--- src/rtl/id_ex_lane_reg.sv ---
// ID->EX pipeline register for an N-lane in-order core: per-lane valid/PC/payload,
// lane-granular branch-mispredict kill, and saturating bubble/flush counters.
module id_ex_lane_reg #(
    parameter int LANES        = 2,
    parameter int ADDR_W       = 32,
    parameter int PAYLOAD_W    = 192,
    parameter int ZERO_ON_KILL = 1,
    parameter int CNT_W        = 16
) (
    input  logic                       clk,
    input  logic                       rst,
    input  logic                       flush_exc,
    input  logic                       flush_bp,
    input  logic [LANES-1:0]           bp_keep_mask,
    input  logic                       stall_id,
    input  logic                       stall_ex,
    input  logic [LANES-1:0]           in_valid,
    input  logic [LANES*ADDR_W-1:0]    in_addr,
    input  logic [LANES*PAYLOAD_W-1:0] in_payload,
    input  logic                       in_dslot_next,
    output logic [LANES-1:0]           out_valid,
    output logic [LANES*ADDR_W-1:0]    out_addr,
    output logic [LANES*PAYLOAD_W-1:0] out_payload,
    output logic                       out_dslot_next,
    output logic [CNT_W-1:0]           bubble_cnt,
    output logic [CNT_W-1:0]           flush_cnt
);

    logic                       do_exc;
    logic                       do_bp;
    logic                       do_bubble;
    logic                       do_load;
    logic [LANES-1:0]           eff_keep;
    logic [LANES-1:0]           valid_nxt;
    logic [LANES*ADDR_W-1:0]    addr_nxt;
    logic [LANES*PAYLOAD_W-1:0] payload_nxt;
    logic                       dslot_nxt;

    assign do_exc    = flush_exc;
    assign do_bp     = !flush_exc && flush_bp;
    assign do_bubble = !flush_exc && !flush_bp && stall_id && !stall_ex;
    assign do_load   = !flush_exc && !flush_bp && !stall_id;

    // A lane survives a mispredict only if every lower lane survives too.
    always_comb begin
        eff_keep    = '0;
        eff_keep[0] = bp_keep_mask[0];
        for (int i = 1; i < LANES; i++) begin
            eff_keep[i] = eff_keep[i-1] & bp_keep_mask[i];
        end
    end

    always_comb begin
        valid_nxt   = out_valid;
        addr_nxt    = out_addr;
        payload_nxt = out_payload;
        dslot_nxt   = out_dslot_next;
        for (int i = 0; i < LANES; i++) begin
            if (do_load || (do_bp && eff_keep[i])) begin
                valid_nxt[i]                          = in_valid[i];
                addr_nxt[i*ADDR_W +: ADDR_W]          = in_addr[i*ADDR_W +: ADDR_W];
                payload_nxt[i*PAYLOAD_W +: PAYLOAD_W] = in_payload[i*PAYLOAD_W +: PAYLOAD_W];
            end else if (do_exc || do_bubble || do_bp) begin
                valid_nxt[i] = 1'b0;
                if (ZERO_ON_KILL != 0) begin
                    addr_nxt[i*ADDR_W +: ADDR_W]          = '0;
                    payload_nxt[i*PAYLOAD_W +: PAYLOAD_W] = '0;
                end
            end
        end
        if (do_exc) begin
            dslot_nxt = 1'b0;
        end else if (do_bp || do_bubble || do_load) begin
            dslot_nxt = in_dslot_next;
        end
    end

    always_ff @(posedge clk) begin
        if (rst) begin
            out_valid      <= '0;
            out_addr       <= '0;
            out_payload    <= '0;
            out_dslot_next <= 1'b0;
            bubble_cnt     <= '0;
            flush_cnt      <= '0;
        end else begin
            out_valid      <= valid_nxt;
            out_addr       <= addr_nxt;
            out_payload    <= payload_nxt;
            out_dslot_next <= dslot_nxt;
            if (do_bubble && (bubble_cnt != '1)) begin
                bubble_cnt <= bubble_cnt + CNT_W'(1);
            end
            if ((do_exc || do_bp) && (flush_cnt != '1)) begin
                flush_cnt <= flush_cnt + CNT_W'(1);
            end
        end
    end

endmodule

--- config.mk ---
export PLATFORM = sky130hd
export DESIGN_NAME = id_ex_lane_reg
export DESIGN_NICKNAME = d
export VERILOG_FILES = /design/src/rtl/id_ex_lane_reg.sv
export SDC_FILE = /design/constraint.sdc
export NUM_CORES = 1
export LEC_CHECK = 0
export ABC_AREA = 0
export ABC_CLOCK_PERIOD_IN_PS = 2700
export BUFFER_PORTS_ARGS = -buffer_cell sky130_fd_sc_hd__buf_2
export CORE_AREA = 2 2 362 364
export CTS_CLUSTER_SIZE = 14
export DETAILED_ROUTE_END_ITERATION = 8
export DIE_AREA = 0 0 364 366
export MAX_ROUTING_LAYER = met4
export PLACE_DENSITY_LB_ADDON = 0.2
export RECOVER_POWER = 50
export SLEW_MARGIN = 20
export SYNTH_ARGS = -nofsm -noshare
export SYNTH_HDL_FRONTEND = slang
export SYNTH_SLANG_ARGS = --single-unit
--- constraint.sdc ---
create_clock -name clk -period 2.7 [get_ports clk]
set_input_delay 0.27 -clock clk [delete_from_list [all_inputs] [get_ports clk]]
set_output_delay 0.27 -clock clk [all_outputs]
set_load 0.01 [all_outputs]
==> flow_summary.ini, run 1 <==
[synthesis]
synthMuxAreaShare_pct = 0.1225
synth_cell_types = 37
yosysSeqAreaShare_pct = 59.17
synth_compound_area_share_pct = 23.25
synth_top_area_share_pct = 59.17
synthesis.area_sq_um = 16340
synth_warnings = 0
synthAdderAreaFrac_pct = 0.1531
synthFlopType = dfxtp_1
synth_most_common_cell = dfxtp_1
synthTopCellsByCount = dfxtp_1, nor2_1, a22oi_1
synth-xor-area-share_pct = 0
synth_edf_count = 0
yosys_register_bits = 483
synthArstFlopShare_pct = 0
synthTopCellsByArea = dfxtp_1, a22oi_1, nor2_1
synth_top_cell_by_area = dfxtp_1
synth_area_per_cell_sq_um = 9.573
yosys.area_share.simple_pct = 13.34
synth_top_family_by_area = compound AO/OA/AOI/OAI gates
syn_inst = 1707
synth_nets = 2168

[drt]
drc = 0
wl_um = 82500
wl_per_cell_um = 16.89
ant_nets = 0
first_pass_iters = 7
drtIter0Drc = 891
routed-via-count = 18538
detail_route.vias_per_cell = 3.794

[worst_setup_path]
cp-start-kind = primary input
r2r-start = flush_cnt[5]
endpoint = out_payload[87]
critPathRequiredTime_ps = 3290
crit_fanout = 50
r2r_cells = 4
crit_family = buffers and inverters
crit_buf_inv = 4
crit_path_top_delay_cell = clkbuf_2
r2r_slack_ps = 620
crit_chain = clkbuf_1, clkbuf_1, or2_2, a21oi_2, buf_12, clkbuf_2, a22oi_1, nor2_1
end_kind = flip-flop
cp_common_cell = clkbuf_1
path_depth = 8
startpoint = flush_bp
critPathMaxStageDelay_ps = 900
critical_path_class = in -> reg
worstPathArrival_ps = 2890
r2r_end = flush_cnt[13]

[placed_design]
dpl_cell_area_sq_um = 23340
io_buffers = 941
gp_congestion = 0.8047
dp_hpwl_um = 59660

[grt]
grt_pass1_vias = 18661
grt_overflow = 0
grt_usage_pct = 11.92
grt_max_degree = 127
antenna_found_initial = 8
grt_pass1_wl_um = 119200

[clock_network]
cts_resized = 0
cts_root_buf = clkbuf_16
clk_latency_ps = 640
tritoncts = done
cts_buffers = 60
clk_path_buf_depth = 3
clk_pin_slew_ps = 60
h-tree-depth = 2
cts.sinks = 483

[power_and_ir_drop]
power.internal_mw = 13.13
power_switching_share_pct = 25.16
p_sw_mw = 4.414
vdd_drop_max_v = 0.0004612
sequentialPowerShare_pct = 42.3
pwr-share-comb_pct = 11.1
clock_power_share_pct = 46.5
powerDensity_nw_per_um2 = 587.0
p_leak_nw = 12.89

[layout]
stdcell_area_sq_um = 29890
drive_above_1_share_pct = 31.74
fill_cells = 14313
layout-area-overhead-vs-synth_pct = 82.88
multi_input_area_sq_um = 6028
register_area_sq_um = 9669
fin_nets = 3548

[run]
max_cap_viol_count = 0

[outcome]
outcome = finished clean

[timing]
skew_ps = 9.317
post-route-min-period_ps = 2300
setup_violations = 0
slew_headroom_pct = 8.775
hold_viol = 0
period_share_pct = 85.17
report.final.slew_viol_count = 0
max_slew.worst_pin.slew_ps = 1368
fmax_mhz = 434.9
rsz0062_at_grt = false
tns_ps = 0

[floorplanning]
io_pins = 942
initial_core_util_pct = 12.67
core.rowCount = 132
die_h_um = 366
die_w_um = 364
design.die.area_sq_um = 133200
core-area_sq_um = 129000

[min_path]
hold_class = in -> reg
[layer usage]
layer	track usage (%)	up-vias	share of wire, %
li1	-	8936	-
met1	13.83	8892	42
met2	20.63	612	50
met3	2.771	98	6.1
met4	2.849	0	1.9
met5	-	-	0
[cell usage in the layout (no fill, tap or decap), drive strengths merged, types with 5 or more instances in the layout]
cell type,synthesis,final
o31ai,11,11
nand4,9,9
dfxtp,483,483
nor3,8,8
nand2,12,12
buf,9,889
nor2,457,457
a21oi,26,26
inv,9,11
o21ai,12,12
clkbuf,150,193
or3,11,11
clkinv,0,17
nand3,12,12
dlygate4sd3,0,481
o41ai,5,5
or4,16,16
a22oi,450,450
diode,0,9
[cell families after synthesis]
kind of cell | count (synthesis)
buf+inv | 168
simple gates | 535
compound gates | 517
fa+ha+maj | 2
mux | 2
flops | 483
[tightest hold or removal path: cells and delay by family]
| family | cells | cell delay, ps |
|---|---|---|
| AO/OA/AOI/OAI | 1 | 80 |
| buffers and inverters | 1 | 160 |
| AND/OR/NAND/NOR | 1 | 80 |
[power groups by stage]
stage | clock network [mW] | registers (mW) | logic [mW]
3_3_place_gp | 0 | 7.58 | 1.44
5_1_grt | 8.76 | 7.44 | 2.12
4_1_cts | 8.48 | 7.42 | 2.01
6_report | 8.16 | 7.43 | 1.95
3_5_place_dp | 0 | 7.58 | 1.44
2_1_floorplan | 0 | 7.65 | 0.501
[sequential cells by signal, indices dropped and copies added (netlist names)]
| register | flops |
|---|---|
| out_addr | 64 |
| out_payload | 384 |
| bubble_cnt | 16 |
| out_dslot_next | 1 |
| flush_cnt | 16 |
| out_valid | 2 |
[stage by stage]
step	instances	hold slack [ps]	util [%]	setup slack, ps	power (mW)
floorplan	1707	418.3	-	344.3	8.151
global placement	4286	474.6	18.10	280.1	9.021
detailed placement	4286	477.6	18.10	329.4	9.018
CTS	4877	4.563	23.36	627.4	17.92
global route	4884	38.11	23.17	225.2	18.32
finish	4886	8.064	23.17	400.4	17.54
[layout make-up]
class                   count  share of cell area, %
well taps                1742                  7.293
flip-flops and latches    483                  32.35
inverters                   9                 0.1130
repair buffers           1477                  33.39
multi-input cells        1056                  20.17
diodes                      9                0.07536
clock inverters            23                 0.8415
clock buffers              87                  5.765
[how the worst min path moves through the flow]
stage          slack [ps]                to  cells after the start        startpoint
2_1_floorplan         420       out_addr[0]                      2        in_addr[0]
6_report                8    out_payload[6]                      3     in_payload[6]
4_1_cts                 5    out_payload[5]                      3     in_payload[5]
5_1_grt                40    out_payload[6]                      3     in_payload[6]
3_3_place_gp          470      out_addr[37]                      2      out_addr[37]
3_5_place_dp          480  out_payload[285]                      2  out_payload[285]
[repair_timing]
action / CTS / global route
hold buffers: 481 / 0
setup buffers: 0 / 0
endpoints found under the hold margin: 450 / 0
(Power assumes the default switching activity.)
==> inputs of run 2 (changes only) <==
--- a/config.mk
+++ b/config.mk
@@ -15,6 +15,7 @@
 export MAX_ROUTING_LAYER = met4
 export PLACE_DENSITY_LB_ADDON = 0.2
 export RECOVER_POWER = 50
+export REMOVE_ABC_BUFFERS = 1
 export SLEW_MARGIN = 20
 export SYNTH_ARGS = -nofsm -noshare
 export SYNTH_HDL_FRONTEND = slang
==> run 2 against run 1 <==
  * The flow now finishes with violations (capacitance limit, slew limit)
  * Global-route usage grew 0.52 points
  * Clock power grew 4.2%
  * Wire length grew 3.8%
  * Highest routed layer unchanged
  * Die area is the same
==> flow_summary.ini, run 2 (synthesis gave the netlist of run 1 again) <==
[outcome]
outcome = complete, but fails checks
failed_checks = capacitance limit, slew limit

[worst_setup_path]
r2r_cells = 4
end_kind = flip-flop
crit_fanout = 32
r2r_slack_ps = 650
startpoint = flush_bp
cp-start-kind = primary input
critical_path_class = in -> reg
r2r-start = flush_cnt[6]
worstPathArrival_ps = 2840
critPathRequiredTime_ps = 3260

[drt]
ant_nets = 0
wl_um = 85640
routed-via-count = 18367
drc = 0
wl_per_cell_um = 17.56
drtIter0Drc = 1185
detail_route.vias_per_cell = 3.766
first_pass_iters = 5

[power_and_ir_drop]
power.total_mw = 17.89
p_leak_nw = 12.98
vdd_drop_max_v = 0.0004374
powerDensity_nw_per_um2 = 600.1

[floorplanning]
design.die.area_sq_um = 133200
initial_core_util_pct = 12.67
core.rowCount = 132
die_h_um = 366
io_pins = 942
die_w_um = 364
core-area_sq_um = 129000

[timing]
fmax_mhz = 439.3
setup_violations = 0
hold_viol = 0
skew_ps = 6.812
period_share_pct = 84.32
max_slew.worst_pin.slew_ps = 1555
rsz0062_at_grt = false
post-route-min-period_ps = 2277
report.final.slew_viol_count = 16
layout_setup_ws_ps = 423.5
slew_headroom_pct = -3.637

[placed_design]
post-place-ws_ps = 288.6
gp_congestion = 0.8289
dp_hpwl_um = 63810
io_buffers = 941

[grt]
grt_max_degree = 76
antenna_found_initial = 14
grt_pass1_vias = 18607
grt_overflow = 0
grt_pass1_wl_um = 122600
grt_usage_pct = 12.44

[clock_network]
clk_path_buf_depth = 3
cts.sinks = 483
clk_latency_ps = 620
post_cts.repair.setup_buffers = 0
clk_pin_slew_ps = 60
h-tree-depth = 2
tritoncts = done
cts_root_buf = clkbuf_16
cts_buffers = 60
cts_resized = 0

[layout]
top_register = out_payload
fin_util_pct = 23.12
final_common_cell = buf_2
drive_above_1_share_pct = 34.03
largestRegisters = out_payload: 384 flops, out_addr: 64 flops
largest_register_ff_count = 384
final_cell_mix = buf_2, dfxtp_1, nor2_1
fin_nets = 3532
layout-area-overhead-vs-synth_pct = 82.46

[min_path]
hp-start = rst
whs_path_depth = 2
hold_class = in -> reg

[run]
max_cap_viol_count = 1
[run 2: changes by cell type in the layout (fill, tap and decap cells not counted), sizes merged]
cell	previous run	this run
clkinvlp	0	2
inv	11	12
diode	9	14
buf	889	952
bufinv	4	5
clkinv	17	10
dlymetal6s2s	1	0
dlygate4sd3	481	452
clkbuf	193	149
[run 2: stage by stage]
| stage | hold slack (ps) | cell area [sq um] | setup TNS, ps | cells |
|---|---|---|---|---|
| 2_1_floorplan | 339.1 | 15730 | -9811460 | 1548 |
| 3_3_place_gp | 474.9 | 23340 | 0 | 4299 |
| 4_1_cts | 61.64 | 29960 | 0 | 4863 |
| 5_1_grt | 80.85 | 29810 | 0 | 4876 |
| 3_5_place_dp | 476.8 | 23340 | 0 | 4299 |
| 6_report | 111.0 | 29820 | 0 | 4877 |
[run 2: final timing paths]
check | to
worst max-delay path | out_payload[345]
worst min-delay path | out_payload[101]
worst max register to register | flush_cnt[13]
worst min register to register | out_payload[326]
[run 2: worst max-delay path, stage by stage]
cell and delay [ps]:
clkbuf_1 180, or2_2 350, a21oi_1 220, clkbuf_2 820, clkbuf_1 630, a22oi_1 200, nor2_1 140
[run 2: routing by layer]
metal  up-vias  share of wire [%]  global-route usage [%]
li1       8937                  -                       -
met1      8623                 41                   14.34
met2       672                 48                   20.72
met3       135                7.0                   3.190
met4         0                3.7                   4.516
met5         -                  0                       -
[run 2: what timing repair did]
item                       CTS  global route
hold buffers               452             0
setup endpoints to repair    0             0
hold endpoints to repair   451             0
[run 2: where the power goes]
group	total (mW)	internal [mW]	leakage (nW)	switching, mW
sequential	7.43	7.32	3.92	0.110
clock	8.50	5.17	1.04	3.33
combinational	1.96	1.01	8.02	0.952
total	17.9	13.5	13.0	4.39
[run 2: layout make-up]
cell class / count / area, sq um
Fill cell: 14275 / 99170
Timing Repair Buffer: 1461 / 9777
Sequential cell: 483 / 9669
Multi-Input combinational cell: 1056 / 6025
Tap cell: 1742 / 2180
Clock buffer: 92 / 1853
Clock inverter: 20 / 245.2
Antenna cell: 14 / 35.03
Inverter: 9 / 33.78
==> inputs of run 3 (changes only) <==
--- a/config.mk
+++ b/config.mk
@@ -6,12 +6,12 @@
 export NUM_CORES = 1
 export LEC_CHECK = 0
 export ABC_AREA = 0
-export ABC_CLOCK_PERIOD_IN_PS = 2700
+export ABC_CLOCK_PERIOD_IN_PS = 1900
 export BUFFER_PORTS_ARGS = -buffer_cell sky130_fd_sc_hd__buf_2
-export CORE_AREA = 2 2 362 364
+export CORE_AREA = 2 2 369 371
 export CTS_CLUSTER_SIZE = 14
 export DETAILED_ROUTE_END_ITERATION = 8
-export DIE_AREA = 0 0 364 366
+export DIE_AREA = 0 0 371 373
 export MAX_ROUTING_LAYER = met4
 export PLACE_DENSITY_LB_ADDON = 0.2
 export RECOVER_POWER = 50
==> constraint.sdc (replaced) <==
create_clock -name clk -period 1.9 [get_ports clk]
set_input_delay 0.19 -clock clk [delete_from_list [all_inputs] [get_ports clk]]
set_output_delay 0.19 -clock clk [all_outputs]
set_load 0.01 [all_outputs]
==> run 3 against run 2 <==
  * Wire length rose by 2.5%
  * The flow now finishes without violations
  * Largest power group unchanged
  * Clock skew rose by 1.2 ps
  * Cell count rose by 2.1%
==> flow_summary.ini, run 3 (synthesis gave the netlist of run 1 again) <==
[timing]
slew_headroom_pct = 39.80
tns_ps = 0
setup_violations = 0
max_slew.worst_pin.slew_ps = 902.9
hold_viol = 0
period_share_pct = 97.88
skew_ps = 8.016
post-route-min-period_ps = 1860
rsz0062_at_grt = false
fmax_mhz = 537.7
report.final.slew_viol_count = 0

[worst_setup_path]
end_kind = flip-flop
critPathMaxStageDelay_ps = 550
crit_chain = clkbuf_2, clkbuf_2, or2_2, a21oi_4, buf_12, buf_12, a22oi_1, nor2_1, dlygate4sd3_1
worstPathArrival_ps = 2430
critPathRequiredTime_ps = 2470
crit_path_top_delay_cell = dlygate4sd3_1
critical_path_class = in -> reg
crit_fanout = 36
cp-start-kind = primary input

[floorplanning]
die_h_um = 373
design.die.area_sq_um = 138400
core-area_sq_um = 134600
core.rowCount = 135
initial_core_util_pct = 12.14
io_pins = 942
die_w_um = 371

[power_and_ir_drop]
vdd_drop_max_v = 0.0004458
powerDensity_nw_per_um2 = 855.7
p_leak_nw = 13.40

[min_path]
hold_class = in -> reg

[clock_network]
clk_path_buf_depth = 3
tritoncts = done
cts.sinks = 483
clk_pin_slew_ps = 60
clk_latency_ps = 620
cts_root_buf = clkbuf_16
h-tree-depth = 3
cts_buffers = 66

[grt]
antenna_found_initial = 11
grt_max_degree = 64
grt_pass1_wl_um = 124200
grt_usage_pct = 12.32
grt_pass1_vias = 19001
grt_overflow = 0

[layout]
layout-area-overhead-vs-synth_pct = 87.88
final_common_cell = buf_2
final_cell_mix = buf_2, dfxtp_1, dlygate4sd3_1
fin_cells = 4979
largestRegisters = out_payload: 384 flops, out_addr: 64 flops
fin_nets = 3602
largest_register_ff_count = 384
drive_above_1_share_pct = 34.94
top_register = out_payload

[run]
max_cap_viol_count = 0

[drt]
routed-via-count = 18711
wl_per_cell_um = 17.63
ant_nets = 0
wl_um = 87790
drtIter0Drc = 871
first_pass_iters = 5
drc = 0
detail_route.vias_per_cell = 3.758

[outcome]
outcome = finished clean

[placed_design]
io_buffers = 941
gp_congestion = 0.8000
dp_hpwl_um = 66040
place_inst = 4387
-- run 3: changes by cell type in the layout (fill, tap and decap cells not counted), moves of 3 or more --
cell | before | now
clkbuf_1 | 62 | 71
clkbuf_16 | 61 | 67
buf_12 | 11 | 24
buf_4 | 37 | 69
buf_2 | 903 | 892
clkinv_8 | 0 | 4
clkinv_2 | 9 | 6
dlygate4sd3_1 | 452 | 467
clkbuf_2 | 5 | 14
clkbuf_8 | 21 | 14
diode_2 | 14 | 7
-- run 3: metrics by stage --
stage	hold slack, ps	total power [mW]	area, sq um	util, %	worst slack, ps
finish	134.6	26.27	30700	22.81	40.29
global route	83.47	27.50	30700	22.81	17.84
CTS	50.28	26.99	30830	22.90	18.92
detailed placement	433.1	12.94	23920	17.77	-335.4
global placement	422.9	12.94	23920	17.77	-355.0
floorplan	259.1	11.57	15730	-	-23060
-- run 3: what timing repair did --
action,CTS,global route
hold endpoints to repair,451,0
hold buffers,467,0
resized for setup,0,4
endpoints found under the setup margin,0,7
setup buffers,0,0
-- run 3: per-layer routing --
metal	up-vias	part of all wire (%)	global-route usage, %
met1	8833	42	14.11
met4	0	3.6	4.499
met2	674	48	20.37
li1	9049	-	-
met3	155	6.4	3.461
met5	-	0	-
-- run 3: final cells by class --
class / instances / area [sq um]
Antenna cell: 7 / 17.52
Clock buffer: 95 / 1922
Clock inverter: 23 / 311.5
Inverter: 9 / 33.78
Timing Repair Buffer: 1525 / 10450
Tap cell: 1781 / 2228
Multi-Input combinational cell: 1056 / 6073
Fill cell: 14896 / 103900
Sequential cell: 483 / 9669
-- run 3: worst paths after layout --
path | end | cells past startpoint | from | slack, ps
setup / recovery | out_payload[358] | 9 | flush_bp | 40
hold / removal | out_addr[63] | 3 | rst | 130
setup reg to reg | bubble_cnt[9] | 5 | bubble_cnt[1] | 120
hold reg to reg | out_payload[258] | 2 | out_payload[258] | 490
-- run 3: critical path, delay by kind of cell --
kind                   cells  cell delay (ps)
AO/OA/AOI/OAI              2              330
AND/OR/NAND/NOR            2              480
buffers and inverters      5             1370
-- run 3: report_power, final --
group,switching (mW),leakage (nW),internal [mW]
sequential,0.153,3.92,10.4
combinational,1.38,8.39,1.51
clock,5.07,1.09,7.76
